`src/rtl/minimization_sweeper.sv`:
```
// ---------------------------------------------------------------------------
// minimization_sweeper
//   Self-test stage wrapped around the 3-in/2-out minimized logic unit.
//   Drives every input vector {i2,i1,i0} = 0..7 in order. Each vector is held
//   for SETTLE_CYCLES cycles, then the unit's response {o1_in,o0_in} is
//   compared against a built-in golden table for one CHECK cycle. Mismatches
//   are counted in err_cnt; done/pass report the result of the sweep.
//
// Parameters
//   SETTLE_CYCLES : cycles each vector settles before sampling (1..15)
//   ERR_W         : error counter width (>= 4 so it can hold 8)
//
// Ports
//   clk, rst_n    : clock (rising edge), asynchronous active-low reset
//   start         : single-cycle sweep request (ignored while busy)
//   o1_in, o0_in  : response from the unit under check
//   i2, i1, i0    : registered stimulus to the unit
//   busy          : sweep in progress
//   done          : sweep finished, held until the next accepted start
//   pass          : done with zero mismatches
//   err_cnt       : mismatching vectors in the last sweep
//   vec_idx       : vector currently driven (== {i2,i1,i0})
//
// Optional feature (macro MINSWEEP_FAIL_LOG_EN)
//   Adds fail_valid/fail_idx/fail_obs capturing the first mismatch of a
//   sweep. Cleared on reset and on every accepted start.
// ---------------------------------------------------------------------------
module minimization_sweeper #(
  parameter int SETTLE_CYCLES = 2,
  parameter int ERR_W         = 4
) (
  input  logic             clk,
  input  logic             rst_n,
  input  logic             start,
  input  logic             o1_in,
  input  logic             o0_in,
  output logic             i2,
  output logic             i1,
  output logic             i0,
  output logic             busy,
  output logic             done,
  output logic             pass,
  output logic [ERR_W-1:0] err_cnt,
`ifdef MINSWEEP_FAIL_LOG_EN
  output logic             fail_valid,
  output logic [2:0]       fail_idx,
  output logic [1:0]       fail_obs,
`endif
  output logic [2:0]       vec_idx
);

  localparam logic [1:0] ST_IDLE   = 2'd0;
  localparam logic [1:0] ST_SETTLE = 2'd1;
  localparam logic [1:0] ST_CHECK  = 2'd2;
  localparam logic [1:0] ST_DONE   = 2'd3;

  localparam logic [3:0] CNT_LAST = 4'(SETTLE_CYCLES - 1);

  // Expected {o1,o0} for each input vector of the minimized unit.
  function automatic logic [1:0] f_golden(input logic [2:0] idx);
    logic [1:0] v;
    case (idx)
      3'd0:    v = 2'b10;
      3'd1:    v = 2'b01;
      3'd2:    v = 2'b11;
      3'd3:    v = 2'b01;
      3'd4:    v = 2'b10;
      3'd5:    v = 2'b11;
      3'd6:    v = 2'b10;
      default: v = 2'b01;
    endcase
    return v;
  endfunction

  logic [1:0]       r_state;
  logic [3:0]       r_cnt;
  logic [2:0]       r_vec;
  logic             r_busy;
  logic             r_done;
  logic [ERR_W-1:0] r_err;

  logic [1:0] w_obs;
  logic       w_miss;
  logic       w_accept;

  assign w_obs    = {o1_in, o0_in};
  // Inputs only matter in CHECK; anything seen during SETTLE is ignored.
  assign w_miss   = (r_state == ST_CHECK) && (w_obs != f_golden(r_vec));
  // start is honoured only when no sweep is running (IDLE or DONE).
  assign w_accept = start && ((r_state == ST_IDLE) || (r_state == ST_DONE));

  always_ff @(posedge clk or negedge rst_n) begin
    if (!rst_n) begin
      r_state <= ST_IDLE;
      r_cnt   <= '0;
      r_vec   <= '0;
      r_busy  <= 1'b0;
      r_done  <= 1'b0;
      r_err   <= '0;
    end else if (w_accept) begin
      r_state <= ST_SETTLE;
      r_cnt   <= '0;
      r_vec   <= '0;
      r_busy  <= 1'b1;
      r_done  <= 1'b0;
      r_err   <= '0;
    end else begin
      case (r_state)
        ST_SETTLE: begin
          r_cnt <= r_cnt + 4'd1;
          if (r_cnt == CNT_LAST) r_state <= ST_CHECK;
        end
        ST_CHECK: begin
          if (w_miss) r_err <= r_err + ERR_W'(1);
          if (r_vec == 3'd7) begin
            // Last vector: stop here, stimulus stays at vector 7.
            r_state <= ST_DONE;
            r_busy  <= 1'b0;
            r_done  <= 1'b1;
          end else begin
            r_vec   <= r_vec + 3'd1;
            r_cnt   <= '0;
            r_state <= ST_SETTLE;
          end
        end
        default: ;
      endcase
    end
  end

`ifdef MINSWEEP_FAIL_LOG_EN
  logic       r_fail_valid;
  logic [2:0] r_fail_idx;
  logic [1:0] r_fail_obs;

  // First mismatch of the sweep wins; later ones leave the capture alone.
  always_ff @(posedge clk or negedge rst_n) begin
    if (!rst_n) begin
      r_fail_valid <= 1'b0;
      r_fail_idx   <= '0;
      r_fail_obs   <= '0;
    end else if (w_accept) begin
      r_fail_valid <= 1'b0;
      r_fail_idx   <= '0;
      r_fail_obs   <= '0;
    end else if (w_miss && !r_fail_valid) begin
      r_fail_valid <= 1'b1;
      r_fail_idx   <= r_vec;
      r_fail_obs   <= w_obs;
    end
  end

  assign fail_valid = r_fail_valid;
  assign fail_idx   = r_fail_idx;
  assign fail_obs   = r_fail_obs;
`endif

  assign {i2, i1, i0} = r_vec;
  assign vec_idx      = r_vec;
  assign busy         = r_busy;
  assign done         = r_done;
  assign err_cnt      = r_err;
  assign pass         = r_done && (r_err == '0);

endmodule

```
`config.mk`:
```
export PLATFORM = sky130hd
export DESIGN_NAME = minimization_sweeper
export DESIGN_NICKNAME = d
export VERILOG_FILES = /design/src/rtl/minimization_sweeper.sv
export SDC_FILE = /design/constraint.sdc
export NUM_CORES = 1
export LEC_CHECK = 0
export ABC_AREA = 1
export BUFFER_PORTS_ARGS = -buffer_cell sky130_fd_sc_hd__clkbuf_2
export CORE_AREA = 2 2 69 71
export CTS_BUF_LIST = sky130_fd_sc_hd__clkbuf_4 sky130_fd_sc_hd__clkbuf_8
export CTS_CLUSTER_SIZE = 40
export DETAILED_ROUTE_END_ITERATION = 16
export DIE_AREA = 0 0 71 73
export GPL_TIMING_DRIVEN = 0
export PLACE_DENSITY_LB_ADDON = 0.15
export SYNTH_ARGS = -nofsm -noshare
export SYNTH_HDL_FRONTEND = slang
export SYNTH_SLANG_ARGS = --single-unit
```
`constraint.sdc`:
```
create_clock -name clk -period 1.7 [get_ports clk]
set_clock_uncertainty 0.2 [all_clocks]
set_input_delay 0.255 -clock clk [delete_from_list [all_inputs] [get_ports clk]]
set_output_delay 0.255 -clock clk [all_outputs]
set_load 0.01 [all_outputs]
```
Yosys cells after proc, flatten, opt, wreduce, memory -nomap -nowiden

Index checks and enable logic that the tools add are counted.

$add $sub $neg: 3
Multiply operators: 0
Div/mod/pow operators: 0
Magnitude comparators: 0
Equality and inequality tests: 13
Shift-type cells: 0
Muxes and demuxes: 20
Bitwise logic cells: 0
Reductions and logical operators: 18

Operators with widths:

| kind                                                                  | count |
|---|---|
| 4-bit two-way mux                                                     | 5 |
| 3-bit equality test, second input constant                            | 4 |
| 2-bit AND reduction                                                   | 5 |
| 3-bit two-way mux                                                     | 3 |
| 4-bit by 1-bit adder with 4-bit output, second input constant         | 2 |
| 2-bit one-hot mux with 2 select lines                                 | 2 |
| 4-bit one-hot mux with 2 select lines                                 | 1 |
| 1-bit two-way mux                                                     | 6 |
| 2-bit two-way mux                                                     | 3 |
| 3-bit inequality test, second input constant                          | 2 |
| 2-bit nonzero test                                                    | 3 |
| 2-bit equality test, second input constant                            | 2 |
| 4-bit by 1-bit equality test with 1-bit output, second input constant | 1 |
| 4-bit zero test                                                       | 1 |
| 3-bit by 1-bit adder with 3-bit output, second input constant         | 1 |
| 3-bit by 2-bit equality test with 1-bit output, second input constant | 1 |
| 1-bit logical AND                                                     | 3 |
| 3-bit zero test                                                       | 1 |
| 3-bit nonzero test                                                    | 1 |
| 3-bit OR reduction                                                    | 1 |
| 2-bit by 1-bit equality test with 1-bit output, second input constant | 1 |
| 2-bit zero test                                                       | 1 |
| 2-bit inequality test                                                 | 1 |
| 2-bit inequality test, second input constant                          | 1 |
| 2 further kinds                                                       | 2 |

Register bits after elaboration: 15
Latch bits: 0
Memory bits (writable): 0
ROM bits: 0
Input bits: 5
Output and inout port bits: 13
Memories kept: 0

Depth between registers and ports, before layout

Gate-level depths: netlist of the first run.

Depth after elaboration: 8
Depth in mapped cells: 13
Gate-level depth less buffers: 13

Worst setup path before layout of the first run

Ideal clock, no wire load.

Path kind: register -> register
Start point: register r_state[0]
End point: register r_cnt[3]
Library setup time: 0.117 ns
Data arrival time: 1.338 ns
Setup slack: 0.045 ns
Cell stages (with the launch flop): 13
Path buffers: 0
Path through: dfrtp_1 > inv_1 > ha_1 > nand2_4 > inv_6 > nor2_8 > nand2_4 > nand2_4 > inv_4 > nand2_2 > nand2_1 > inv_1 > nor2_1

Word-level cells in the longest chain between the ends: 5
Elaborated cells on any way between the ends: 11
Classes of those cells: 4 x eq/ne; 2 x mux; 5 x reduce/logical

Ends and longest elaborated chain:

| item                                                                  | line | RTL |
|---|---|---|
| start: declaration                                                    | 75   | `logic [1:0] r_state;` |
| start signal: assignment                                              | 94   | `r_state <= ST_IDLE;` |
| start signal: assignment                                              | 101  | `r_state <= ST_SETTLE;` |
| start signal: assignment                                              | 111  | `if (r_cnt == CNT_LAST) r_state <= ST_CHECK;` |
| 2-bit equality test or 2-bit zero test (tied branches)                | 90   | `assign w_accept = start && ((r_state == ST_IDLE) \|\| (r_state == ST_DONE));` |
| 1-bit logical OR                                                      | 90   |  |
| 1-bit logical AND                                                     | 90   |  |
| 3-bit inequality test (no line) or 3-bit nonzero test (tied branches) | n/a  |  |
| 2-bit AND reduction (no line)                                         | n/a  |  |
| end signal: assignment                                                | 110  | `r_cnt <= r_cnt + 4'd1;` |
| end: declaration                                                      | 76   | `logic [3:0] r_cnt;` |

Several ways; a longest one is shown, not always the timed one.
A chain may end at the register's enable or synchronous reset.

Final worst setup path of the first run

Start point: register r_vec[0], in the netlist vec_idx[0]
End point: register r_cnt[3]

Word-level cells in the longest chain between the ends: 3

Ends and longest elaborated chain:

| item                            | line | RTL |
|---|---|---|
| start: declaration              | 77   | `logic [2:0] r_vec;` |
| start signal: assignment        | 121  | `r_vec <= r_vec + 3'd1;` |
| 3-bit equality test             | 115  | `if (r_vec == 3'd7) begin` |
| 3-bit inequality test (no line) | n/a  |  |
| 2-bit AND reduction (no line)   | n/a  |  |

No other way between the ends.

==> results of run 1 <==
## cells by family after synthesis
group / count (synthesis) / share of synthesized area, %
AOI/OAI and AO/OA: 13 / 6.511
adders and majority gates: 12 / 14.74
and+or+nand+nor: 60 / 28.63
xor gates and xnor gates: 1 / 0.8601
buffers and inverters: 28 / 12.41
DFF: 15 / 36.86
## cell usage in the layout, fill, tap and decap left out, drive strengths merged, types with 2 or more instances in the layout
master  count
nor3        2
dfrtp      15
nand3      10
buf        15
inv        25
ha         12
clkbuf     20
a21oi       3
o21ai       9
or2         2
nor2        7
nand2      39
## what timing repair did
action | 4_1_cts | 5_1_grt
hold buffers | 1 | 0
gates cloned | 0 | 0
pin swaps | 1 | 10
buffers inserted | 5 | 6
resized for setup | 3 | 23
setup endpoints to repair | 14 | 10
hold endpoints to repair | 15 | 0
## registers in the layout, indices dropped and copies added, names as in the netlist
register  count
err_cnt       4
r_cnt         4
vec_idx       3
r_state       2
busy          1
done          1
## stage by stage
| step | hold WS, ns | worst slack, ns | TNS (ns) | power (mW) | instances |
|---|---|---|---|---|---|
| 2_1_floorplan | -0.2406 | 0.04466 | 0 | 1.587 | 129 |
| 3_3_place_gp | 0.008029 | -0.07605 | -0.4174 | 1.890 | 200 |
| 3_5_place_dp | 0.008693 | -0.08275 | -0.4535 | 1.899 | 200 |
| 4_1_cts | 0.2475 | 0.01342 | 0 | 2.355 | 210 |
| 5_1_grt | 0.2723 | -0.1102 | -0.6448 | 2.826 | 216 |
| 6_report | 0.2547 | 0.01582 | 0 | 2.590 | 216 |
## path summary, 6_finish.rpt
| check | start | endpoint | slack, ns | cells after the start |
|---|---|---|---|---|
| max | vec_idx[0] | r_cnt[3] | 0.02 | 9 |
| min | start | busy | 0.25 | 4 |
| min reg2reg | busy | busy | 0.28 | 2 |
| max in group asynchronous | rst_n | vec_idx[1] | 0.73 | 2 |
| max reg2reg | vec_idx[0] | r_cnt[3] | 0.02 | 9 |
| min in group asynchronous | rst_n | err_cnt[2] | 0.26 | 2 |
## report_power, final
part	switching [mW]	internal, mW	leakage [nW]	total (mW)
registers	0.119	0.486	0.190	0.605
logic	0.934	0.742	0.520	1.68
clock network	0.128	0.182	0.0262	0.310
## critical path: stages (launching register included)
cell and delay, ns:
sky130_fd_sc_hd__dfrtp_1 0.43, sky130_fd_sc_hd__buf_4 0.15, sky130_fd_sc_hd__ha_1 0.17, sky130_fd_sc_hd__ha_2 0.19, sky130_fd_sc_hd__nand2_2 0.09, sky130_fd_sc_hd__nand2_4 0.08, sky130_fd_sc_hd__inv_4 0.06, sky130_fd_sc_hd__nand2_2 0.05
sky130_fd_sc_hd__o21ai_1 0.11, sky130_fd_sc_hd__nor2_1 0.05
## routing by layer
| layer | track usage, % | share of wire, % | vias up |
|---|---|---|---|
| li1 | - | - | 459 |
| met1 | 10.41 | 46 | 402 |
| met3 | 2.072 | 3.5 | 2 |
| met4 | 3.145 | 0.80 | 0 |
| met5 | 0 | 0 | - |
| met2 | 13.29 | 49 | 12 |
## cell type report
cell class	count	area [sq um]
Multi-Input combinational cell	86	586.8
Clock buffer	4	48.80
Tap cell	54	67.56
Buffer	3	22.52
Fill cell	485	3133
Timing Repair Buffer	29	193.9
Inverter	25	106.4
Sequential cell	15	376.6
==> impl_summary.txt, run 1 <==
----------------------------------------------------
[Outcome]
  Result of the run ... finished, final reports clean

[Detailed routing]
  Detail-routed via count per cell ... ~4
  Number of DRC markers in iteration 0 ... 39
  Via total after detailed routing ... 875
  Drt drc ... 0
  Count of TritonRoute iterations in the first routing pass ... 4
  Remaining antenna violation count after routing ... 0
  Detailed Route WL ... roughly 2.1 mm
  Average wire per standard cell ... 9.810 um

[Pwr]
  Leakage power ... 0.7364 nW
  PwrDens ... about 1800 nW/um^2
  Worst supply voltage drop on vdd ... 0.4076 mV

[Synth]
  Area of the mapped netlist ... 1018 sq um
  Cell type with the highest aggregate area in the netlist ... sky130_fd_sc_hd__dfrtp_1
  Most used flip-flop cell after synthesis ... sky130_fd_sc_hd__dfrtp_1
  Syn Nets ... about 150
  Share of the yosys chip area belonging to registers ... between 30% and 40%
  Count of flip-flops with a built-in enable after synthesis ... 0
  Top-area cell type share of the netlist area ... between 30% and 40%
  Syn Area/Cell ... roughly 7.9 sq um
  Fraction of registers with async set or reset after synthesis ... between 90% and 100%
  Most frequent cells after synthesis ... sky130_fd_sc_hd__nand2_1 (33), sky130_fd_sc_hd__inv_1 (21), sky130_fd_sc_hd__dfrtp_1 (15), sky130_fd_sc_hd__ha_1 (12), sky130_fd_sc_hd__nand3_1 (10)
  Syn. warnings ... 0
  Post-synthesis cell type count ... 21
  Cell with the most instances after synthesis ... sky130_fd_sc_hd__nand2_1
  Cell types occupying the most area after synthesis ... sky130_fd_sc_hd__dfrtp_1 (37%), sky130_fd_sc_hd__ha_1 (15%), sky130_fd_sc_hd__nand2_1 (12%)
  Post-synthesis cell count ... roughly 130
  Post-synthesis sequential element count ... 15

[CTS]
  Clock tree from TritonCTS ... done
  Clock input transition at the sequential cells of the worst setup and hold paths ... ~0.06 ns
  Clock root buffer ... sky130_fd_sc_hd__clkbuf_8
  Num Clock Sinks ... 15
  Largest buffer count on any clock path ... 2
  CTS buffer count ... 3
  Number of H-tree branching levels ... 1
  Worst skew pair latency ... around 0.25 ns

[Place]
  GPL Wtd Cong ... approximately 0.68
  Placement Cell Area ... approximately 1200 sq um
  HPWL after detailed placement ... ~1.5 mm
  Number of buffer cells added on primary ports ... 17

[Final layout]
  Total inserted antenna cells ... 0
  Fraction of final layout cells with drive strength greater than 1 ... between 40 and 50%
  End-of-flow core utilization ... between 30% and 40%
  Synthesis-to-layout area growth ... 37.72%
  Count of nets after finishing ... 180
  Summed area of non-filler cells in the final layout ... 1403 sq um

[Die]
  Overall die width ... just over 70 um
  FP Rows ... 25
  Core ar. ... 4536 sq um
  Initial Util ... approximately 22%
  Vertical extent of the die ... between 70 and 80 um
  # IOs ... 18
  Overall die area ... about 5200 sq um

[STA]
  RSZ-0062 raised after global routing ... true
  Worst slew slack as a fraction of its limit ... roughly three quarters
  Final Hold Viols ... 0
  Final period demand of the worst path ... approximately 1.7 ns
  Transition at the pin with the smallest max-transition slack ... a little over 0.4 ns
  Final clock period utilization by the worst path ... 99.07%
  Max Slew Vio Count ... 0
  Number of setup violations in the final report ... 0
  Max Freq ... 0.5938 GHz

[Setup path]
  Critical path peak fanout ... 4
  Startpoint type of the worst setup path ... flip-flop
  Endpoint required time on the critical path ... 1.64 ns
  Crit end category ... flip-flop
  Class of the most critical setup path ... flip-flop to flip-flop
  Data arrival time of the worst path ... approximately 1.6 ns

[Job]
  Reported max-cap violation count ... 0

[GRT]
  Vias in the first global route ... 781
  Remaining global-route overflow ... 0
  Wire length of the first global-routing pass ... 3.374 mm
  Maximum number of pins on one net before global-route repair ... 16
  Initial antenna violation count ... 0
  Total global-route track usage ... around 8.2%

[Worst hold path]
  Class of the tightest hold or removal check ... input pin to flip-flop

----------------------------------------------------
(Power assumes the default switching activity.)
==> run 2, diff against run 1 <==
==> constraint.sdc (replaced) <==
create_clock -name clk -period 1.7 [get_ports clk]
set_clock_uncertainty 0.2 [all_clocks]
set_input_delay 0.34 -clock clk [delete_from_list [all_inputs] [get_ports clk]]
set_output_delay 0.34 -clock clk [all_outputs]
set_load 0.01 [all_outputs]
==> run 2 against run 1 <==
- cell area up 1.4%
- sequential power up 0.7%
- worst hold slack improved by 0.027 ns
- fmax stayed put
- routed wire length increased by 0.99%
- critical path type unchanged
==> impl_summary.txt, run 2 (synthesis results as in run 1) <==
----------------------------------------------------
[Outcome]
  Result of the run ... finished, final reports clean

[STA]
  Worst slew slack as a fraction of its limit ... between 70% and 80%
  Final period demand of the worst path ... between 1.5 and 2 ns
  RSZ-0062 raised after global routing ... true
  Max Freq ... 0.5938 GHz
  Final Hold Viols ... 0
  Transition at the pin with the smallest max-transition slack ... between 0.4 and 0.5 ns
  Setup tns final ... 0 ns
  Max Slew Vio Count ... 0
  Number of setup violations in the final report ... 0
  Fin worst setup slack ... 0.01582 ns
  Final clock period utilization by the worst path ... ~99%

[Final layout]
  Count of nets after finishing ... 180
  Most common cell after layout, fill and taps aside ... sky130_fd_sc_hd__nand2_1
  Highest-count cells in the layout ignoring fill and taps ... sky130_fd_sc_hd__nand2_1 (25), sky130_fd_sc_hd__clkbuf_2 (16), sky130_fd_sc_hd__inv_1 (14), sky130_fd_sc_hd__dfrtp_1 (14), sky130_fd_sc_hd__buf_4 (12)
  Total inserted antenna cells ... 0
  Summed area of non-filler cells in the final layout ... approximately 1400 sq um
  Synthesis-to-layout area growth ... 39.68%
  Fraction of final layout cells with drive strength greater than 1 ... 44.44%

[Die]
  Overall die width ... around 71 um
  FP Rows ... 25
  # IOs ... 18
  Overall die area ... 5183 sq um
  Vertical extent of the die ... around 73 um
  Initial Util ... 22.46%
  Core ar. ... between 4000 and 5000 sq um

[Detailed routing]
  Detailed Route WL ... 2.140 mm
  Average wire per standard cell ... slightly below 10 um
  Number of DRC markers in iteration 0 ... 41
  Via total after detailed routing ... ~880
  Detail-routed via count per cell ... 4.065
  Remaining antenna violation count after routing ... 0
  Count of TritonRoute iterations in the first routing pass ... 4
  Drt drc ... 0

[Setup path]
  Class of the most critical setup path ... flip-flop to flip-flop
  Endpoint required time on the critical path ... around 1.6 ns
  Startpoint type of the worst setup path ... flip-flop
  Data arrival time of the worst path ... 1.62 ns
  Crit end category ... flip-flop
  Critical path peak fanout ... 4

[Pwr]
  Fraction of power consumed by the clock network ... about an eighth
  Sw Ratio ... a little under half
  PwrDens ... approximately 1800 nW/um^2
  Net switching power of the design ... roughly 1.2 mW
  Combinational power share ... between 60% and 70%
  Design internal power ... 1.426 mW
  Leakage power ... about 0.74 nW
  Part of the power in registers ... between 20% and 30%
  Worst supply voltage drop on vdd ... between 0.4 and 0.5 mV

[CTS]
  CTS buffer count ... 3
  Worst skew pair latency ... between 0.2 and 0.3 ns
  Number of H-tree branching levels ... 1
  Clock tree from TritonCTS ... done
  Clock root buffer ... sky130_fd_sc_hd__clkbuf_8
  Largest buffer count on any clock path ... 2
  Num Clock Sinks ... 15
  Clock input transition at the sequential cells of the worst setup and hold paths ... ~0.06 ns

[Job]
  Reported max-cap violation count ... 0

[Place]
  HPWL after detailed placement ... about 1.5 mm
  Number of buffer cells added on primary ports ... 17
  Pre-CTS worst setup slack ... -0.08275 ns
  Placement Cell Area ... around 1200 sq um
  GPL Wtd Cong ... a little under 0.7

[GRT]
  Total global-route track usage ... about 8.2%
  Initial antenna violation count ... 0
  Wire length of the first global-routing pass ... about 3.4 mm
  Remaining global-route overflow ... 0
  Maximum number of pins on one net before global-route repair ... 16
  Vias in the first global route ... just under 800

[Worst hold path]
  Class of the tightest hold or removal check ... flip-flop to flip-flop

----------------------------------------------------
==> run 2: cell counts in the layout (fill, tap and decap cells not counted) <==
No cell type changed its count.
==> run 2: layer usage <==
layer | wire length (um) | track usage (%)
met3 | 81 | 2.072
met4 | 17 | 3.145
met5 | 0 | 0
met2 | 1050 | 13.50
met1 | 991 | 10.41
==> run 2: path summary, 6_finish.rpt <==
kind | slack [ns] | end | startpoint | cells past startpoint
hold / removal | 0.28 | busy | busy | 2
min in group asynchronous | 0.35 | err_cnt[2] | rst_n | 2
max in group asynchronous | 0.64 | vec_idx[1] | rst_n | 2
hold reg to reg | 0.28 | busy | busy | 2
setup / recovery | 0.02 | r_cnt[3] | vec_idx[0] | 9
setup reg to reg | 0.02 | r_cnt[3] | vec_idx[0] | 9
==> run 2: through the flow <==
stage                     instances  util [%]  total power [mW]  hold slack, ns
after floorplan                 129         -             1.587         -0.1556
after global placement          200     25.82             1.890         0.09303
after detailed placement        200     25.82             1.899         0.09369
after CTS                       211     28.47             2.369          0.2913
after global routing            216     31.37             2.865          0.3196
final                           216     31.37             2.628          0.2815
==> run 2: area by class of cell <==
class	instances	area, sq um
inverter	25	106.4
timing repair buffer	29	193.9
sequential	15	376.6
clock buffer	4	48.80
tap	54	67.56
multi-input combinational	86	606.8
buffer	3	22.52
fill	487	3113
==> run 2: power by group through the flow <==
stage / Sequential, mW / Clock (mW) / Combinational [mW]
floorplan: 0.624 / 0 / 0.964
global placement: 0.614 / 0 / 1.28
detailed placement: 0.620 / 0 / 1.28
CTS: 0.593 / 0.324 / 1.45
global route: 0.631 / 0.334 / 1.90
finish: 0.609 / 0.310 / 1.71
==> run 2: what timing repair did <==
item | 4_1_cts | 5_1_grt
setup buffers | 6 | 5
hold buffers | 1 | 0
gates resized for setup | 3 | 29
endpoints found under the setup margin | 14 | 10
hold endpoints to repair | 15 | 0
pin swaps | 1 | 13
==> run 2: critical path, cell delays in order, from the launching register on <==
cell and delay, ns:
sky130_fd_sc_hd__dfrtp_1 0.43, sky130_fd_sc_hd__buf_4 0.15, sky130_fd_sc_hd__ha_1 0.17, sky130_fd_sc_hd__ha_2 0.19, sky130_fd_sc_hd__nand2_2 0.09, sky130_fd_sc_hd__nand2_4 0.08
sky130_fd_sc_hd__inv_4 0.06, sky130_fd_sc_hd__nand2_2 0.05, sky130_fd_sc_hd__o21ai_1 0.11, sky130_fd_sc_hd__nor2_1 0.05
==> run 3, diff against run 2 <==
Settings changed: CTS_CLUSTER_SIZE 40 to 25, HOLD_SLACK_MARGIN from default to 0.1, REMOVE_ABC_BUFFERS from default to 1.
==> run 3 against run 2 <==
- die area unchanged
- worst hold slack better by 0.0083 ns
- first-iteration DRC count down 73%
- clock power about the same
- sequential cell count unchanged
- non-clock buffer count down 4
- cell area up 1.2%
- critical path type is now flip-flop to output port
- largest power group unchanged
==> impl_summary.txt, run 3 (synthesis results as in run 1) <==
----------------------------------------------------
[Worst hold path]
  Min-Delay Startpoint ... busy
  Class of the tightest hold or removal check ... flip-flop to flip-flop
  Sink of the worst hold path ... busy
  Worst hold path stage count ... 2

[STA]
  Final clock period utilization by the worst path ... 98.93%
  Max Freq ... between 0.5 and 0.6 GHz
  Max Slew Vio Count ... 0
  Worst slew slack as a fraction of its limit ... roughly 72%
  Number of setup violations in the final report ... 0
  RSZ-0062 raised after global routing ... true
  Final Hold Viols ... 0
  Fin worst setup slack ... between 0.015 and 0.02 ns
  Setup tns final ... 0 ns
  Final period demand of the worst path ... ~1.7 ns
  Transition at the pin with the smallest max-transition slack ... around 0.42 ns

[Pwr]
  Net switching power of the design ... between 1 and 1.5 mW
  Fraction of power consumed by the clock network ... a little under an eighth
  Worst supply voltage drop on vdd ... around 0.53 mV
  Combinational power share ... between 60 and 70%
  PwrDens ... 1888 nW/um^2
  Design internal power ... roughly 1.4 mW
  Part of the power in registers ... roughly 23%
  Leakage power ... between 0.7 and 0.8 nW
  Sw Ratio ... between 40% and 50%

[Setup path]
  Depth of the worst register-to-register path ... 9
  Endpoint required time on the critical path ... 1.16 ns
  Data arrival time of the worst path ... 1.14 ns
  Critical path peak fanout ... 2
  Crit path max-delay cell type ... sky130_fd_sc_hd__dfrtp_1
  Family with the most delay on the worst path ... flip-flops
  CP Buf/Inv Count ... 2
  Crit end category ... output port
  Critical path cell sequence ... inv_1 > ha_1 > nand2_1 > nor3_1 > buf_2
  Endpoint of the most critical register-to-register path ... r_cnt[3]
  Register-to-register setup slack ... about 0.040 ns
  Startpoint type of the worst setup path ... flip-flop
  Class of the most critical setup path ... flip-flop to output port
  Source of the worst register-to-register timing path ... vec_idx[0]
  Slowest stage delay, CP ... 0.39 ns

[Place]
  GPL Wtd Cong ... about 0.77
  Pre-CTS worst setup slack ... -0.09864 ns
  Number of buffer cells added on primary ports ... 17
  HPWL after detailed placement ... approximately 1.6 mm

[CTS]
  CTS buffer count ... 3
  Largest buffer count on any clock path ... 2
  Clock root buffer ... sky130_fd_sc_hd__clkbuf_8
  Num Clock Sinks ... 15
  Clock input transition at the sequential cells of the worst setup and hold paths ... 0.07 ns
  Worst skew pair latency ... approximately 0.25 ns
  Number of H-tree branching levels ... 1
  Clock tree from TritonCTS ... done

[Detailed routing]
  Remaining antenna violation count after routing ... 0
  Number of DRC markers in iteration 0 ... 11
  Detailed Route WL ... 2.157 mm
  Drt drc ... 0
  Count of TritonRoute iterations in the first routing pass ... 4
  Via total after detailed routing ... about 860
  Average wire per standard cell ... approximately 10 um
  Detail-routed via count per cell ... ~4.1

[Die]
  Overall die area ... 5183 sq um
  FP Rows ... 25
  Overall die width ... approximately 71 um
  Vertical extent of the die ... approximately 73 um
  Initial Util ... 22.46%
  # IOs ... 18
  Core ar. ... approximately 4500 sq um

[GRT]
  Remaining global-route overflow ... 0
  Vias in the first global route ... 795
  Initial antenna violation count ... 0
  Total global-route track usage ... about 9%
  Wire length of the first global-routing pass ... ~3.7 mm
  Maximum number of pins on one net before global-route repair ... 16

[Final layout]
  Synthesis-to-layout area growth ... 41.40%
  Fraction of final layout cells with drive strength greater than 1 ... 46.20%
  Filler cell count in the final layout ... about 470
  Count of nets after finishing ... around 180
  Total inserted antenna cells ... 0
  Most common cell after layout, fill and taps aside ... sky130_fd_sc_hd__nand2_1
  Highest-count cells in the layout ignoring fill and taps ... sky130_fd_sc_hd__nand2_1 (21), sky130_fd_sc_hd__inv_1 (17), sky130_fd_sc_hd__clkbuf_2 (16)

[Outcome]
  Result of the run ... finished, final reports clean

[Job]
  Reported max-cap violation count ... 0

----------------------------------------------------
run 3: area by class of cell:
class | count | area [sq um] | area share, %
multi-input cells | 86 | 644.4 | 44.74
clock buffers | 4 | 48.80 | 3.388
inverters | 25 | 113.9 | 7.906
flip-flops and latches | 15 | 379.1 | 26.32
well taps | 54 | 67.56 | 4.692
repair buffers | 28 | 186.4 | 12.95
run 3: how the worst max path moves through the flow:
stage	cells past startpoint	end	startpoint	slack, ns
final	5	pass	err_cnt[0]	0.02
after global routing	13	err_cnt[2]	vec_idx[0]	-0.06
after CTS	5	pass	err_cnt[0]	-0.01
after detailed placement	12	r_cnt[3]	r_state[0]	-0.1
after global placement	12	r_cnt[3]	r_state[0]	-0.09
after floorplan	11	err_cnt[0]	vec_idx[0]	0.03
run 3: power groups by stage:
| stage | Combinational [mW] | Sequential, mW | Clock [mW] |
|---|---|---|---|
| 2_1_floorplan | 0.909 | 0.640 | 0 |
| 6_report | 1.78 | 0.630 | 0.310 |
| 3_3_place_gp | 1.24 | 0.615 | 0 |
| 5_1_grt | 2.01 | 0.650 | 0.345 |
| 3_5_place_dp | 1.25 | 0.622 | 0 |
| 4_1_cts | 1.38 | 0.585 | 0.328 |
run 3: metrics by stage:
step           cell area [sq um]  hold WS [ns]  utilization [%]  total power, mW  instances
2_1_floorplan              996.0       -0.1556                -            1.549        126
3_3_place_gp                1149       0.09580            25.32            1.853        197
3_5_place_dp                1149       0.09633            25.32            1.868        197
4_1_cts                     1252        0.3004            27.61            2.297        208
5_1_grt                     1440        0.3367            31.75            3.003        212
6_report                    1440        0.2898            31.75            2.720        212
run 3: tightest hold or removal path, cell delays in order, from the launching register on:
cell                      delay (ns)
sky130_fd_sc_hd__dfrtp_1        0.36
sky130_fd_sc_hd__nand2_1        0.06
sky130_fd_sc_hd__nand2_1        0.05
run 3: layer usage:
layer / up-vias / share of wire, % / wire [um] / track usage [%]
li1: 456 / - / - / -
met1: 393 / 45 / 971 / 10.62
met2: 13 / 51 / 1096 / 15.89
met3: 2 / 3.8 / 81 / 3.315
met4: 0 / 0.37 / 8 / 1.887
met5: - / 0 / 0 / 0
run 3: repair_timing:
action                                  CTS  global route
gates resized for setup                   0            46
hold buffers                              1             0
hold endpoints to repair                 15             0
endpoints found under the setup margin   14            14
setup buffers                             6             4
pin swaps                                 1            13
